**config.mk**
```make
export PLATFORM = sky130hd
export DESIGN_NAME = keypad_scanner
export DESIGN_NICKNAME = d
export VERILOG_FILES = /design/src/rtl/keypad_scanner.sv
export SDC_FILE = /design/constraint.sdc
export NUM_CORES = 1
export LEC_CHECK = 0
export CAP_MARGIN = 30
export CORE_MARGIN = 2
export CORE_UTILIZATION = 40
export CTS_CLUSTER_SIZE = 30
export DETAILED_ROUTE_END_ITERATION = 12
export DONT_BUFFER_PORTS = 1
export REMOVE_ABC_BUFFERS = 1
export SYNTH_ARGS = -nofsm -noshare
export SYNTH_HDL_FRONTEND = slang
export SYNTH_SLANG_ARGS = --single-unit
```
**constraint.sdc**
```tcl
create_clock -name clk -period 7.08 [get_ports clk]
set_input_delay 0.354 -clock clk [delete_from_list [all_inputs] [get_ports clk]]
set_output_delay 0.354 -clock clk [all_outputs]
set_load 0.02 [all_outputs]
```
**src/rtl/keypad_scanner.sv**
```systemverilog
// 3x3 key matrix scanner: drives one active-low column at a time, samples the
// synchronized rows, debounces full-matrix snapshots and flags single new presses.
module keypad_scanner #(
  parameter int SCAN_TICKS     = 50_000,
  parameter int DEBOUNCE_SCANS = 4
) (
  input  logic       clk,
  input  logic       reset,
  input  logic [2:0] key_matrix_row,
  output logic [2:0] key_matrix_col,
  output logic [8:0] key_map,
  output logic       key_valid,
  output logic [3:0] key_code,
  output logic       key_held
);

  localparam int TickW = $clog2(SCAN_TICKS);
  localparam int CntW  = $clog2(DEBOUNCE_SCANS + 1);
  localparam logic [TickW-1:0] LastTick = TickW'(SCAN_TICKS - 1);
  localparam logic [CntW-1:0]  CntMax   = CntW'(DEBOUNCE_SCANS);

  typedef enum logic [1:0] {COL0, COL1, COL2} col_state_e;

  col_state_e       state_q, state_d;
  logic [TickW-1:0] tick_q, tick_d;
  logic [2:0]       col_q, col_d;
  logic [2:0]       sync1_q, sync2_q;
  logic [8:0]       raw_q, raw_d;
  logic [8:0]       prev_q, prev_d;
  logic [CntW-1:0]  cnt_q, cnt_d;
  logic [8:0]       map_q, map_d;
  logic             valid_q, valid_d;
  logic [3:0]       code_q, code_d;
  logic             held_q;
  logic             lastTick;
  logic             snapshot;
  logic [3:0]       ones;
  logic [3:0]       idx;

  always_comb begin
    lastTick = (tick_q == LastTick);
    raw_d    = raw_q;
    state_d  = state_q;
    tick_d   = tick_q + TickW'(1);
    col_d    = col_q;
    if (lastTick) begin
      tick_d = '0;
      for (int r = 0; r < 3; r++) begin
        case (state_q)
          COL0:    raw_d[3*r]   = ~sync2_q[r];
          COL1:    raw_d[3*r+1] = ~sync2_q[r];
          default: raw_d[3*r+2] = ~sync2_q[r];
        endcase
      end
      case (state_q)
        COL0:    begin state_d = COL1; col_d = 3'b101; end
        COL1:    begin state_d = COL2; col_d = 3'b011; end
        default: begin state_d = COL0; col_d = 3'b110; end
      endcase
    end

    // raw_d already holds the COL2 bits written this cycle, so it is the full snapshot
    snapshot = lastTick && (state_q == COL2);
    ones = '0;
    idx  = '0;
    for (int i = 0; i < 9; i++) begin
      if (raw_d[i]) begin
        ones = ones + 4'd1;
        idx  = 4'(i);
      end
    end

    cnt_d   = cnt_q;
    prev_d  = prev_q;
    map_d   = map_q;
    valid_d = 1'b0;
    code_d  = code_q;
    if (snapshot) begin
      if (raw_d == prev_q) begin
        cnt_d = (cnt_q == CntMax) ? CntMax : cnt_q + CntW'(1);
      end else begin
        cnt_d = CntW'(1);
      end
      prev_d = raw_d;
      if (cnt_d == CntMax) begin
        map_d = raw_d;
        if ((map_q == '0) && (ones == 4'd1)) begin
          valid_d = 1'b1;
          code_d  = idx;
        end
      end
    end
  end

  always_ff @(posedge clk) begin
    if (!reset) begin
      state_q <= COL0;
      tick_q  <= '0;
      col_q   <= 3'b110;
      sync1_q <= 3'b111;
      sync2_q <= 3'b111;
      raw_q   <= '0;
      prev_q  <= '0;
      cnt_q   <= CntMax;
      map_q   <= '0;
      valid_q <= 1'b0;
      code_q  <= '0;
      held_q  <= 1'b0;
    end else begin
      state_q <= state_d;
      tick_q  <= tick_d;
      col_q   <= col_d;
      sync1_q <= key_matrix_row;
      sync2_q <= sync1_q;
      raw_q   <= raw_d;
      prev_q  <= prev_d;
      cnt_q   <= cnt_d;
      map_q   <= map_d;
      valid_q <= valid_d;
      code_q  <= code_d;
      held_q  <= |map_d;
    end
  end

  assign key_matrix_col = col_q;
  assign key_map        = map_q;
  assign key_valid      = valid_q;
  assign key_code       = code_q;
  assign key_held       = held_q;

endmodule

```
Yosys cells after proc, flatten, opt, wreduce, memory -nomap -nowiden --
Index checks and enable logic that the tools add are counted.
Cells by class: reduce and logical (&&, ||, !) cells 9, $add $sub $neg 10, bitwise gates (word level) 4, multiplexer cells 35, equal/unequal tests 7
Operators with widths (number):
- $mux 4 | 15
- $add 4x1->4 const B | 8
- $mux 9 | 3
- $add 16x1->16 const B | 1
- $eq 16x16->1 const B | 1
- $mux 1 | 12
- $eq 9x9->1 | 1
- $logic_not 9->1 | 1
- $mux 3 | 3
- $reduce_or 9->1 | 1
- $eq 3x3->1 const B | 2
- $pmux 3 s2 | 1
- $reduce_and 3->1 | 2
- $eq 4x1->1 const B | 1
- $not 1->1 | 4
- $pmux 2 s2 | 1
- $reduce_or 2->1 | 2
- $add 3x1->3 const B | 1
- $eq 2x1->1 const B | 1
- $eq 2x2->1 const B | 1
- $logic_and 1x1->1 | 2
- $logic_not 2->1 | 1
Word-level totals: input bits 5, register bits 63, output and inout bits 18

Depth between registers and ports, before layout --
Gate-level depths: netlist of run 1.
depth in word-level cells 24, depth in mapped cells 29

Worst setup path before layout of run 1 --
Ideal clock, no wire load.
kind flip-flop to flip-flop, from reg state_q[1], to reg code_q[1], in the netlist key_code[1], path slack 1285 ps, stages on the path, launching flop included 29, setup time 132 ps, path buffers 2, arrival time 5663 ps, required time 6948 ps, cells stage by stage dfxtp_1 clkbuf_1 and4b_1 and4_1 buf_2 nand2_1 o21ai_1 maj3_1 ha_1 inv_1 o32ai_1 ha_1 nor2_1 nor2_1 ha_1 and2_1 or2_2 ha_1 nand2_1 nand2_1 ha_1 mux2_2 ha_1 nand2_1 xnor3_1 xnor2_1 nor3_1 o2111ai_2 mux2i_1
Between the ends: cells in the longest elaborated chain, start to end 23, elaborated cells between the ends (all ways) 46, those cells by class add/sub: 8; eq/ne: 5; mux: 28; reduce/logical: 5
Ends and longest elaborated chain:
- start, declared | RTL line 24 | col_state_e state_q, state_d;
- start signal, assigned | RTL line 110 | state_q <= state_d;
- $logic_not 2->1 | RTL line 49 | case (state_q)
- $mux 1 | RTL line 49
- $mux 9 | RTL line 46 | if (lastTick) begin
- $mux 1 | RTL line 67 | if (raw_d[i]) begin
- $add 4x1->4 | RTL line 68 | ones = ones + 4'd1;
- $mux 4 | RTL line 67
- $add 4x1->4 | RTL line 68
- $mux 4 | RTL line 67
- (+7 left out)
- $mux 4 | RTL line 67
- $add 4x1->4 | RTL line 68
- $mux 4 | RTL line 67
- $add 4x1->4 | RTL line 68
- $mux 4 | RTL line 67
- $eq 4x1->1 | RTL line 87 | if ((map_q == '0) && (ones == 4'd1)) begin
- $logic_and 1x1->1 | RTL line 87
- $reduce_and 3->1 (no line)
- end signal, assigned | RTL line 120 | code_q <= code_d;
- end, declared | RTL line 33 | logic [3:0] code_q, code_d;
Parallel ways exist; a longest one is shown, timed or not. The select of a mux whose other input is x is not followed. A chain may end at the register's enable or synchronous reset.

Worst setup path after layout of run 1 --
from reg tick_q[11], to reg code_q[1], in the netlist key_code[1]
Between the ends: cells in the longest elaborated chain, start to end 22, elaborated cells between the ends (all ways) 34, those cells by class add/sub: 8; eq/ne: 4; mux: 19; reduce/logical: 3
Ends and longest elaborated chain:
- start, declared | RTL line 25 | logic [TickW-1:0] tick_q, tick_d;
- start signal, assigned | RTL line 111 | tick_q <= tick_d;
- $eq 16x16->1 (*) | RTL line 41 | lastTick = (tick_q == LastTick);
- $mux 9 | RTL line 46
- $mux 1 | RTL line 67
- $add 4x1->4 | RTL line 68
- $mux 4 | RTL line 67
- $add 4x1->4 | RTL line 68
- $mux 4 | RTL line 67
- $add 4x1->4 | RTL line 68
- (+6 left out)
- $mux 4 | RTL line 67
- $add 4x1->4 | RTL line 68
- $mux 4 | RTL line 67
- $add 4x1->4 | RTL line 68
- $mux 4 | RTL line 67
- $eq 4x1->1 | RTL line 87
- $logic_and 1x1->1 | RTL line 87
- $reduce_and 3->1 (no line)
Mark *: on every way between the ends. The rest lies on a longest branch, timed or not. The select of a mux whose other input is x is not followed.

==> results of run 1 <==
## flip-flops by register name, summed over array words and instances, names as in the netlist
signal	cells
cnt_q	3
key_code	4
key_held	1
key_map	9
key_matrix_col	3
key_valid	1
prev_q	9
raw_q	9
state_q	2
sync1_q	3
sync2_q	3
tick_q	16
## layer usage
metal / vias to the layer above / wire, um
met4: 0 / 95
met2: 41 / 3660
met1: 1378 / 3750
met5: - / 0
met3: 10 / 414
li1: 1469 / -
## where the power goes
group	switching, mW	internal (mW)	leakage [nW]
registers	0.00281	0.357	0.509
logic	0.00282	0.00378	1.00
clock network	0.147	0.208	0.110
## cells in the mapped netlist, drive strengths merged (2+ instances only)
| cell | number |
|---|---|
| dfxtp | 63 |
| nand2 | 53 |
| nor2 | 33 |
| o21ai | 28 |
| a21oi | 21 |
| xnor2 | 17 |
| mux2i | 15 |
| and2 | 14 |
| clkbuf | 14 |
| inv | 14 |
| xor2 | 14 |
| nand2b | 13 |
| nor2b | 12 |
| nor3 | 10 |
| ha | 9 |
| nand4 | 9 |
| a21boi | 8 |
| buf | 8 |
| nand3 | 8 |
| or3 | 8 |
| and3 | 6 |
| nor4 | 5 |
| o211a | 5 |
| and4 | 3 |
| o211ai | 3 |
| a211oi | 2 |
| a31oi | 2 |
| and4bb | 2 |
| mux2 | 2 |
| o2111ai | 2 |
| o21a | 2 |
| o311a | 2 |
| xnor3 | 2 |
## cells by family (layout without fill, tap and decap cells)
logic type | after synthesis | after routing | synth area share [%]
flip-flops | 63 | 63 | 35.2
adder cells (fa/ha/maj) | 10 | 10 | 3.42
multiplexers | 17 | 17 | 5.51
AO/OA/AOI/OAI | 82 | 82 | 14.7
AND/OR/NAND/NOR | 184 | 184 | 27.6
buffers and inverters | 36 | 34 | 4.19
XOR/XNOR | 33 | 33 | 9.39
## layout make-up
class	instances	share of cell area [%]
timing repair buffer	4	0.774
clock inverter	5	2.10
tap	108	3.48
inverter	14	1.35
sequential	63	32.5
multi-input combinational	326	56.2
clock buffer	11	3.64
## critical path: stages (launching register included)
cell and delay [ns]:
dfxtp_1 0.37, nor4b_4 0.44, and4_1 0.42, nand2_1 0.19
o21ai_1 0.48, maj3_1 0.26, ha_1 0.24, inv_1 0.06
o32ai_1 0.10, ha_1 0.35, nor2_1 0.11, nor2_1 0.05
ha_1 0.26, and2_1 0.16, or2_2 0.31, ha_1 0.27
nand2_1 0.11, nand2_1 0.09, ha_1 0.28, mux2_2 0.27
ha_1 0.18, nand2_1 0.05, xnor3_1 0.41, xnor2_1 0.15
nor3_1 0.18, o2111ai_2 0.25, mux2i_1 0.18
## metrics by stage
step           hold WS, ns  instance area [um^2]  total power, mW
2_1_floorplan        0.386                  3490            0.373
3_3_place_gp         0.387                  3660            0.374
3_5_place_dp         0.394                  3660            0.375
4_1_cts             0.0699                  3880            0.727
5_1_grt             0.0661                  3880            0.746
6_report            0.0812                  3880            0.722
## worst min path at each step
stage | end | slack [ns] | cells after the start | start
after floorplan | sync2_q[0] | 0.39 | 1 | sync1_q[0]
after global placement | sync2_q[1] | 0.39 | 1 | sync1_q[1]
after detailed placement | sync2_q[2] | 0.39 | 1 | sync1_q[2]
after CTS | key_matrix_col[2] | 0.07 | 1 | reset
after global routing | key_matrix_col[2] | 0.07 | 1 | reset
final | key_matrix_col[2] | 0.08 | 1 | reset
==> run_results.csv, run 1 <==
group,metric,value,unit
routing,via_per_inst,5.46,
logic_synthesis,synthFlopType,"dfxtp_1",
power,peakVddDrop,0.121,mV
floorplan,fp-row-count,34,
critical_path,timing.rr.start,"tick_q[11]",
logic_synthesis,async_flop_share,0,%
critical_path,required,7.30,ns
routing,vias,2898,
logic_synthesis,synth_top_area_share,35.2,%
global_route,grt_use_met2,26.4,%
sta,setup-tns-final,0,ns
routing,drc,0,
sta,fin_worst_skew,0.00927,ns
status,outcome,"finished, final reports clean",
placement,dp_hpwl,5690,um
final_layout,fillerInstances,863,
global_route,grt.busiest_layer,"met2",
critical_path,crit_fanout,8,
critical_path,crit_arrival,6.58,ns
final_layout,final_common_cell,"dfxtp_1",
logic_synthesis,synth-seq-cells,63,
sta,maxSlewViolCount,0,
sta,tightest_slew,0.960,ns
global_route,grt_overflow,0,
sta,period_needed,6.36,ns
final_layout,multi_input_area,2180,um^2
sta,fmax,0.157,GHz
logic_synthesis,yosys_warnings,0,
worst_hold_path,hp-class,"in -> reg",
global_route,grt_pass1_vias,2773,
critical_path,crit_start,"tick_q[11]",
job,maxCapViolations,0,
routing,dr.pass1.iters,4,
logic_synthesis,syn_area_per_cell,8.43,um^2
floorplan,fp.dieArea,9730,um^2
global_route,use_met1,23.9,%
sta,finalCritPeriodShare,89.8,%
critical_path,crit_type,"reg -> reg",
floorplan,die_h,98.7,um
final_layout,fin_cells,531,
sta,hold_violations,0,
logic_synthesis,syn_area,3580,um^2
critical_path,r2r_slack,0.72,ns
final_layout,final_cell_mix,"63 x dfxtp_1, 53 x nand2_1, 33 x nor2_1, 23 x o21ai_0, 21 x a21oi_1",
clocking,htreeDepth,3,
placement,port_buffers,0,
global_route,antenna_found_initial,0,
logic_synthesis,synth_top_cell_by_area,"dfxtp_1",
critical_path,reg2reg_depth,26,
clocking,cts-hold-fix-buffers,0,
final_layout,final_util,44.5,%
sta,finalSetupViolCount,0,
logic_synthesis,ys_seq_area_share,35.2,%
logic_synthesis,ys_top_cells_by_area,"dfxtp_1 35%, nand2_1 5.5%, xnor2_1 3.9%",
logic_synthesis,synth-edff-count,0,
power,p_per_area,186,nW/um^2
routing,wl_per_cell,14.9,um
final_layout,drive_gt1_share,7.80,%
routing,routed_wirelength,7910,um
sta,slew_headroom,35.8,%
power,cellLeakagePower,1.62,nW
global_route,grt_max_degree,54,
placement,place.gp.congestion,0.846,
clocking,cts_made_buffers,9,
critical_path,cp-endpoint,"key_code[1]",
clocking,root_buffer,"clkbuf_8",
clocking,cts_resized,0,
clocking,cts.sinks,63,
final_layout,fin_nets,432,
clocking,clk_pin_slew,0.08,ns
logic_synthesis,syn_inst,425,
clocking,cts_setup_buffers,0,
placement,pre_cts_ws,0.706,ns
floorplan,chipWidth,98.7,um
critical_path,r2r_end,"key_code[1]",
floorplan,core-area,8720,um^2
sta,rsz0062_at_grt,"false",
logic_synthesis,yosysUniqueCellTypes,60,
floorplan,boundaryPins,23,
sta,worst_slack,0.720,ns
global_route,met3_usage,4.26,%
placement,placed_cells,515,
critical_path,end_kind,"flop",
clocking,ctsLongestPathBuffers,2,
critical_path,worst_setup_path_start_kind,"flop",
floorplan,start_util,41.1,%
routing,drtIter0Drc,106,
global_route,grt_pass1_wl,13600,um
clocking,cts_tree,"yes",
final_layout,seqCellArea,1260,um^2
final_layout,area_growth,8.27,%
clocking,insertion_delay,0.35,ns
routing,postRouteAntennaNets,0,
global_route,grt_usage,17.2,%
final_layout,diodes,0,
Note: power is estimated with default switching activity, not from simulation.
==> run 2, diff against run 1 <==
==> constraint.sdc (replaced) <==
create_clock -name clk -period 7.08 [get_ports clk]
set_input_delay 0 -clock clk [delete_from_list [all_inputs] [get_ports clk]]
set_output_delay 0 -clock clk [all_outputs]
set_load 0.02 [all_outputs]
==> run 2 against run 1 <==
Clock power hardly changed. Wire length is 2.1% higher. Sequential share of layout area is 0.58 points lower. Cell count is 1.1% higher. Count of clock-buffer cells in the layout stayed put. Power is 1.0% higher.
==> run_results.csv, run 2 (synthesis gave the netlist of run 1 again) <==
group,metric,value,unit
status,outcome,"finished, final reports clean",
power,cellLeakagePower,1.65,nW
clocking,htreeDepth,3,
final_layout,final_cell_mix,"63 x dfxtp_1, 53 x nand2_1, 33 x nor2_1, 23 x o21ai_0, 21 x a21oi_1",
final_layout,drive_gt1_share,7.93,%
worst_hold_path,min-delay-start,"reset",
floorplan,core-area,8720,um^2
sta,finalSetupViolCount,0,
sta,rsz0062_at_grt,"false",
floorplan,die_h,98.7,um
sta,setup-tns-final,0,ns
floorplan,boundaryPins,23,
placement,place.gp.congestion,0.846,
final_layout,final_cell_area,3950,um^2
sta,finalCritPeriodShare,90.3,%
final_layout,diodes,0,
final_layout,final_util,45.3,%
final_layout,fin_nets,438,
sta,maxSlewViolCount,0,
sta,whs,0.124,ns
routing,postRouteAntennaNets,0,
routing,via_per_inst,5.45,
critical_path,crit_arrival,6.61,ns
sta,hold_violations,0,
routing,routed_wirelength,8080,um
final_layout,fillerInstances,857,
critical_path,crit_start,"tick_q[11]",
job,maxCapViolations,0,
sta,slew_headroom,34.5,%
critical_path,slowest_delay,0.49,ns
final_layout,fin_cells,537,
routing,vias,2928,
final_layout,regMostFlops,"tick_q",
critical_path,crit_fanout,8,
sta,worst_slack,0.687,ns
worst_hold_path,hp-class,"in -> reg",
placement,port_buffers,0,
critical_path,worst_setup_path_start_kind,"flop",
sta,tightest_slew,0.979,ns
power,power,0.729,mW
clocking,cts.sinks,63,
floorplan,fp-row-count,34,
routing,wl_per_cell,15.1,um
global_route,grt_overflow,0,
sta,period_needed,6.39,ns
placement,placed_cells,515,
floorplan,fp.dieArea,9730,um^2
global_route,grt_usage,17.4,%
clocking,clk_pin_slew,0.08,ns
placement,dp_hpwl,5690,um
floorplan,start_util,41.1,%
critical_path,cp_common_cell,"ha_1",
global_route,antenna_found_initial,0,
placement,pre_cts_ws,0.706,ns
routing,drc,0,
routing,drtIter0Drc,143,
clocking,cts_made_buffers,9,
final_layout,final_common_cell,"dfxtp_1",
global_route,grt_pass1_vias,2775,
sta,fin_worst_skew,0.00922,ns
critical_path,timing.rr.start,"tick_q[11]",
sta,fmax,0.156,GHz
floorplan,chipWidth,98.7,um
clocking,cts_resized,0,
clocking,root_buffer,"clkbuf_8",
routing,dr.pass1.iters,4,
power,peakVddDrop,0.122,mV
global_route,grt_max_degree,53,
placement,dpl_cell_area,3660,um^2
critical_path,required,7.30,ns
clocking,ctsLongestPathBuffers,2,
final_layout,largest_register_ffs,16,
critical_path,crit_type,"reg -> reg",
clocking,insertion_delay,0.34,ns
power,p_per_area,185,nW/um^2
final_layout,area_growth,10.2,%
global_route,grt_pass1_wl,13700,um
critical_path,end_kind,"flop",
clocking,cts_tree,"yes",
critical_path,slowest_stage,"o21ai_1",
[run 2: changes by cell type in the layout (fill, tap and decap cells not counted), sizes merged]
| cell | change |
|---|---|
| buf | +1 |
| dlygate4sd3 | +5 |
[run 2: timing repair]
action / in CTS / in global routing
setup buffers: 0 / 0
hold buffers: 6 / 0
endpoints found under the setup margin: 0 / 0
hold endpoints to repair: 49 / 0
[run 2: routing by layer]
| layer | track usage (%) | vias to the layer above | share of wire (%) |
|---|---|---|---|
| met5 | 0 | - | 0 |
| met2 | 27.0 | 32 | 46 |
| met3 | 4.33 | 7 | 3.5 |
| met4 | 4.95 | 0 | 0.99 |
| li1 | - | 1484 | - |
| met1 | 24.3 | 1405 | 50 |
[run 2: worst max-delay path, delay by kind of cell, from the launching register on]
| family | cells | cell delay [ns] |
|---|---|---|
| AO/OA/AOI/OAI | 3 | 0.95 |
| XOR/XNOR | 2 | 0.56 |
| adder cells (fa/ha/maj) | 7 | 1.76 |
| buffers and inverters | 1 | 0.04 |
| flip-flops | 1 | 0.38 |
| multiplexers | 2 | 0.45 |
| AND/OR/NAND/NOR | 11 | 2.14 |
[run 2: where the power goes]
part | switching, mW | total, mW | internal [mW]
Combinational | 0.00734 | 0.0136 | 0.00631
Sequential | 0.00283 | 0.360 | 0.357
Clock | 0.148 | 0.356 | 0.208
[run 2: area by class of cell]
class,count,area [um^2],area share [%]
clock inverters,5,81.3,2.06
well taps,108,135,3.42
inverters,14,52.6,1.33
repair buffers,10,100,2.53
flip-flops and latches,63,1260,31.9
clock buffers,11,141,3.58
multi-input cells,326,2180,55.2
[run 2: worst paths after layout]
check	to	slack, ns	cells after the start
setup / recovery	key_code[1]	0.69	26
hold / removal	tick_q[15]	0.12	2
setup reg to reg	key_code[1]	0.69	26
hold reg to reg	sync2_q[0]	0.41	1
